===== src/rtl/mac_pkg.sv =====
// Shared widths, saturation limits and FSM state type for the mac_accum frame accumulator.
package mac_pkg;

  localparam int PROD_W = 32;
  localparam int ACC_W  = 40;

  localparam logic [PROD_W-1:0] SAT_MAX = 32'h7FFF_FFFF;
  localparam logic [PROD_W-1:0] SAT_MIN = 32'h8000_0000;

  typedef enum logic [1:0] {
    IDLE  = 2'd0,
    ACCUM = 2'd1,
    HOLD  = 2'd2
  } state_e;

endpackage


===== src/rtl/mac_sat.sv =====
// Combinational 40->32 narrowing of the frame sum with signed-range overflow detect.
// Build option MAC_ACCUM_SAT_EN: clamp to SAT_MAX/SAT_MIN on overflow instead of truncating.
module mac_sat
  import mac_pkg::*;
(
  input  logic [ACC_W-1:0]  acc_i,
  output logic [PROD_W-1:0] data_o,
  output logic              ovf_o
);

  // The sum fits in 32 signed bits only when bits 39..31 are all copies of the sign.
  always_comb begin
    ovf_o = (acc_i[ACC_W-1:PROD_W-1] != {(ACC_W-PROD_W+1){acc_i[ACC_W-1]}});
`ifdef MAC_ACCUM_SAT_EN
    if (ovf_o) begin
      data_o = acc_i[ACC_W-1] ? SAT_MIN : SAT_MAX;
    end else begin
      data_o = acc_i[PROD_W-1:0];
    end
`else
    data_o = acc_i[PROD_W-1:0];
`endif
  end

endmodule


===== src/rtl/mac_accum.sv =====
// Frame accumulator: sums FRAME_LEN signed 32-bit products, presents one 32-bit sum per frame.
// Build option MAC_ACCUM_SAT_EN selects saturating rather than truncating output (see mac_sat).
module mac_accum #(
  parameter int FRAME_LEN = 16,
  parameter int ACC_W     = 40
) (
  input  logic        clk,
  input  logic        rst,
  input  logic        clr,
  input  logic        in_valid,
  output logic        in_ready,
  input  logic [31:0] in_data,
  output logic        out_valid,
  input  logic        out_ready,
  output logic [31:0] out_data,
  output logic        out_ovf
);
  import mac_pkg::*;

  localparam int CNT_W = 9;

  if (FRAME_LEN < 1 || FRAME_LEN > 256) begin : g_bad_frame_len
    $error("mac_accum: FRAME_LEN must lie within 1..256");
  end
  if (ACC_W != mac_pkg::ACC_W) begin : g_bad_acc_w
    $error("mac_accum: ACC_W is fixed at 40");
  end

  state_e             state_q, state_d;
  logic [ACC_W-1:0]   acc_q, acc_d;
  logic [CNT_W-1:0]   cnt_q, cnt_d;
  logic [PROD_W-1:0]  out_data_q, out_data_d;
  logic               out_ovf_q, out_ovf_d;
  logic               out_valid_q, out_valid_d;
  logic               in_ready_q, in_ready_d;

  logic [ACC_W-1:0]   ext_s, base_s, sum_s;
  logic [CNT_W-1:0]   cnt_inc_s;
  logic [PROD_W-1:0]  sat_data_s;
  logic               sat_ovf_s;
  logic               in_beat_s, out_beat_s;

  // Running sum including the beat on this edge; IDLE starts a fresh frame.
  always_comb begin
    ext_s     = {{(ACC_W-PROD_W){in_data[PROD_W-1]}}, in_data};
    base_s    = (state_q == IDLE) ? '0 : acc_q;
    sum_s     = base_s + ext_s;
    cnt_inc_s = cnt_q + 9'd1;
    in_beat_s  = in_valid & in_ready_q;
    out_beat_s = out_valid_q & out_ready;
  end

  mac_sat u_sat (
    .acc_i  (sum_s),
    .data_o (sat_data_s),
    .ovf_o  (sat_ovf_s)
  );

  // Next-state logic; the final beat's sum is captured into the output registers on HOLD entry.
  always_comb begin
    state_d    = state_q;
    acc_d      = acc_q;
    cnt_d      = cnt_q;
    out_data_d = out_data_q;
    out_ovf_d  = out_ovf_q;
    case (state_q)
      IDLE, ACCUM: begin
        if (in_beat_s) begin
          acc_d = sum_s;
          cnt_d = cnt_inc_s;
          if (cnt_inc_s == CNT_W'(FRAME_LEN)) begin
            state_d    = HOLD;
            out_data_d = sat_data_s;
            out_ovf_d  = sat_ovf_s;
          end else begin
            state_d = ACCUM;
          end
        end else begin
          state_d = state_q;
        end
      end
      HOLD: begin
        if (out_beat_s) begin
          state_d = IDLE;
          acc_d   = '0;
          cnt_d   = '0;
        end else begin
          state_d = HOLD;
        end
      end
      default: begin
        state_d = IDLE;
        acc_d   = '0;
        cnt_d   = '0;
      end
    endcase
    if (clr) begin
      state_d = IDLE;
      acc_d   = '0;
      cnt_d   = '0;
    end else begin
      state_d = state_d;
    end
    out_valid_d = (state_d == HOLD);
    in_ready_d  = (state_d != HOLD);
  end

  // State and output registers.
  always_ff @(posedge clk or negedge rst) begin
    if (!rst) begin
      state_q     <= IDLE;
      acc_q       <= '0;
      cnt_q       <= '0;
      out_data_q  <= '0;
      out_ovf_q   <= 1'b0;
      out_valid_q <= 1'b0;
      in_ready_q  <= 1'b1;
    end else begin
      state_q     <= state_d;
      acc_q       <= acc_d;
      cnt_q       <= cnt_d;
      out_data_q  <= out_data_d;
      out_ovf_q   <= out_ovf_d;
      out_valid_q <= out_valid_d;
      in_ready_q  <= in_ready_d;
    end
  end

  assign in_ready  = in_ready_q;
  assign out_valid = out_valid_q;
  assign out_data  = out_data_q;
  assign out_ovf   = out_ovf_q;

endmodule


===== config.mk =====
export PLATFORM = sky130hd
export DESIGN_NAME = mac_accum
export DESIGN_NICKNAME = d
export VERILOG_FILES = /design/src/rtl/mac_pkg.sv /design/src/rtl/mac_sat.sv /design/src/rtl/mac_accum.sv
export SDC_FILE = /design/constraint.sdc
export NUM_CORES = 1
export LEC_CHECK = 0
export ABC_AREA = 1
export BUFFER_PORTS_ARGS = -buffer_cell sky130_fd_sc_hd__buf_2
export CAP_MARGIN = 20
export CORE_ASPECT_RATIO = 1.4
export CORE_MARGIN = 2
export CORE_UTILIZATION = 45
export CTS_CLUSTER_DIAMETER = 120
export DETAILED_ROUTE_END_ITERATION = 10
export PLACE_DENSITY = 0.76
export RECOVER_POWER = 100
export SKIP_LAST_GASP = 1
export SLEW_MARGIN = 20
export SYNTH_ARGS = -nofsm -noshare
export SYNTH_HDL_FRONTEND = slang
export SYNTH_HIERARCHICAL = 1
export SYNTH_SLANG_ARGS = --single-unit

===== constraint.sdc =====
create_clock -name clk -period 4.2 [get_ports clk]
set_input_delay 0.42 -clock clk [delete_from_list [all_inputs] [get_ports clk]]
set_output_delay 0.42 -clock clk [all_outputs]
set_load 0.1 [all_outputs]

==> flow_summary.ini <==
[cts]
numCtsBuffers = 9
clock_latency_ps = 360
cts-resized-gates = 0
numClockSinks = 86
post_cts_buffers = 0
cts_buffer_depth = 2
htreeDepth = 3
cts_tree = built
clk_pin_slew_ps = 70
ctsHoldBuffers = 0
root_buffer = clkbuf_16

[sta]
final.setup_skew_ps = 6.55
slew_viol_final = 51
post-route-period-util_pct = 86.3
rsz0062_at_grt = no
max_slew.worst_pin.slew_ps = 2700
setup_viol = 0
min_period_ps = 3630
setup_tns_ps = 0
setup_ws_ps = 574
final_hold_viol_count = 0
clock.fmax_mhz = 276
slew_headroom_pct = -80.0

[global_routing]
grt_pass1_wl_mm = 32.3
grtUsageTotal_pct = 24.1
antenna_found_initial = 0
overflow = 0
grt_max_degree = 70
first_global_vias = 6616

[setup_path]
end_kind = register
endpoint = out_ovf$_DFFE_PN0P_
cp.arrival_ps = 3830
critPathLaunch = state_q[1]$_DFF_PN0_
rr_startpoint = state_q[1]$_DFF_PN0_
crit_required_ps = 4400
r2r_setup_slack_ps = 570
r2r_end = out_ovf$_DFFE_PN0P_
cp-start-kind = register
rr_worst_depth = 23
critical_path_class = register to register
cp_max_fo = 22

[status]
run_status = complete, but fails checks
violations = capacitance limit, slew limit

[yosys]
synth_edf_count = 0
yosysSeqAreaShare_pct = 30.1
synth-seq-cells = 86
synth_cell_type_count = 40
ys.flop_type = dfrtp_1
syn_area_per_cell_um2 = 6.33
synth.net_count = 1208
netlist_area_um2 = 7150
async_reset_ff_share_pct = 100
syn_inst = 1130
yosysWarnings = 6

[floorplanning]
die_w_um = 111
ios = 72
fp.coreArea_um2 = 15500
die-area_um2 = 16900
num_rows = 54
initial_core_util_pct = 46.0
die_height_um = 153

[routing]
wl_per_cell_um = 14.6
routed_via_density = 4.91
drtAntennaViolNets = 0
drc_errors = 0
drt_iter0_drc = 355
dr_total_vias = 6719
finalWirelength_mm = 19.9
dr.pass1.iters = 5

[placement]
postPlaceCellArea_um2 = 7460
place_congestion = 0.997
io_buffer_count = 71
post-place-ws_ps = 817
hpwl_mm = 15.8

[power_and_ir_drop]
ir_drop_mv = 0.222
p_total_mw = 2.38
powerDensity_nw_per_um2 = 310
p_leak_nw = 4.43

[final_layout]
multi_input_area_um2 = 3750
area_growth_pct = 7.56
drive_above_1_share_pct = 6.73
finish.net_count = 1246
diodes = 0
fillers = 1664
design_area_um2 = 7690
final-seq-area_um2 = 2150

[job]
drv_cap = 1

[hold_path]
worstHoldPathType = input pin to register
-- layout by cell type (no fill, tap or decap), drive strengths merged, types with 2 or more instances in the layout --
| cell | synthesis | layout |
|---|---|---|
| dfrtp | 85 | 85 |
| nor2 | 129 | 129 |
| buf | 41 | 39 |
| o22ai | 15 | 15 |
| xor2 | 13 | 13 |
| o21ai | 68 | 68 |
| and2 | 19 | 19 |
| clkinv | 1 | 2 |
| bufinv | 0 | 2 |
| inv | 227 | 229 |
| xnor2 | 7 | 7 |
| a21oi | 35 | 35 |
| or2 | 7 | 7 |
| nor3 | 8 | 8 |
| nand3 | 60 | 60 |
| nand2 | 349 | 349 |
| ha | 40 | 40 |
| clkbuf | 10 | 49 |
| nand3b | 4 | 4 |
| nand4 | 4 | 4 |
-- state kept, by name, indices dropped and copies added, names as in the netlist --
register / flops
cnt_q: 9
in_ready: 1
out_data: 32
state_q: 2
out_ovf: 1
out_valid: 1
acc_q: 40
-- worst max-delay path: stages (launching register included) --
cell and delay [ps]:
dfrtp_1 420, nor2_2 40, clkbuf_2 320, nor2_1 180, ha_1 220, inv_1 70
fa_1 400, inv_1 130, nand3_1 80, nand2_1 220, nand2_1 80, nand2_1 140
nand2_1 70, nand3_1 260, nand2_1 120, nand2_1 80, nand2_1 60, and2_1 150
nor2_1 90, nand2_1 60, nor2_1 100, nor2_1 60, inv_1 60, o21ai_2 50
-- power breakdown --
group | switching [mW] | leakage, nW | internal, mW
Clock | 0.371 | 0.154 | 0.527
Combinational | 0.394 | 3.13 | 0.193
Sequential | 0.0207 | 1.15 | 0.878
Total | 0.786 | 4.43 | 1.60
-- final cells by class --
type                            count  area share [%]
Inverter                          228            11.1
Tap cell                          196            3.19
Clock buffer                       10            2.98
Multi-Input combinational cell    765            48.7
Sequential cell                    86            28.0
Timing Repair Buffer               78            4.77
Clock inverter                      6            1.22
-- how the worst min path moves through the flow --
stage                                  from  cells past startpoint                        to
CTS                                     rst                      1  out_data[18]$_DFFE_PN0P_
global route                            clr                      2      state_q[1]$_DFF_PN0_
floorplan                               rst                      0      acc_q[0]$_DFFE_PN0P_
detailed placement    acc_q[39]$_DFFE_PN0P_                      2     acc_q[39]$_DFFE_PN0P_
global placement    out_data[8]$_DFFE_PN0P_                      2   out_data[8]$_DFFE_PN0P_
finish                                  clr                      2      state_q[1]$_DFF_PN0_
-- cell families (layout without fill, tap and decap cells) --
group	Yosys count	in the layout	share of synthesized area, %
compound gates	124	124	9.75
buf+inv	279	322	16.8
flops	86	86	30.1
fa+ha+maj	41	41	7.28
xor+xnor	20	20	2.45
simple gates	580	580	33.6
-- metrics by stage --
stage	util, %	hold slack, ps	std cells
finish	49.5	326	1369
global route	49.5	326	1369
CTS	50.1	113	1368
detailed placement	48.0	460	1352
global placement	48.0	460	1352
floorplan	-	124	1130
-- synthesized netlist by cell type (2+ instances only) --
cell type | n | area, µm²
a21oi_1 | 34 | 170
and2_1 | 19 | 119
buf_2 | 5 | 25.0
buf_4 | 33 | 248
clkbuf_1 | 8 | 30.0
clkbuf_2 | 2 | 10.0
dfrtp_1 | 85 | 2130
ha_1 | 40 | 500
inv_1 | 224 | 841
inv_2 | 3 | 11.3
nand2_1 | 344 | 1290
nand2_2 | 5 | 31.3
nand3_1 | 60 | 300
nand3b_1 | 4 | 30.0
nand4_1 | 3 | 18.8
nor2_1 | 125 | 469
nor2_2 | 4 | 25.0
nor3_1 | 5 | 25.0
nor3_2 | 3 | 30.0
o21ai_0 | 57 | 285
o21ai_2 | 10 | 87.6
o22ai_1 | 15 | 93.8
or2_2 | 7 | 43.8
xnor2_1 | 7 | 61.3
xor2_1 | 13 | 114
-- metal layers --
| metal | vias up | share of wire, % | routed length, µm | GRT usage (%) |
|---|---|---|---|---|
| met5 | - | 0 | 0 | 0 |
| met3 | 47 | 3.5 | 692 | 3.29 |
| met1 | 3056 | 39 | 7720 | 25.6 |
| li1 | 3479 | - | - | - |
| met4 | 0 | 5.0 | 998 | 12.7 |
| met2 | 137 | 53 | 10500 | 45.6 |
Power figures use the tool's default switching activity.
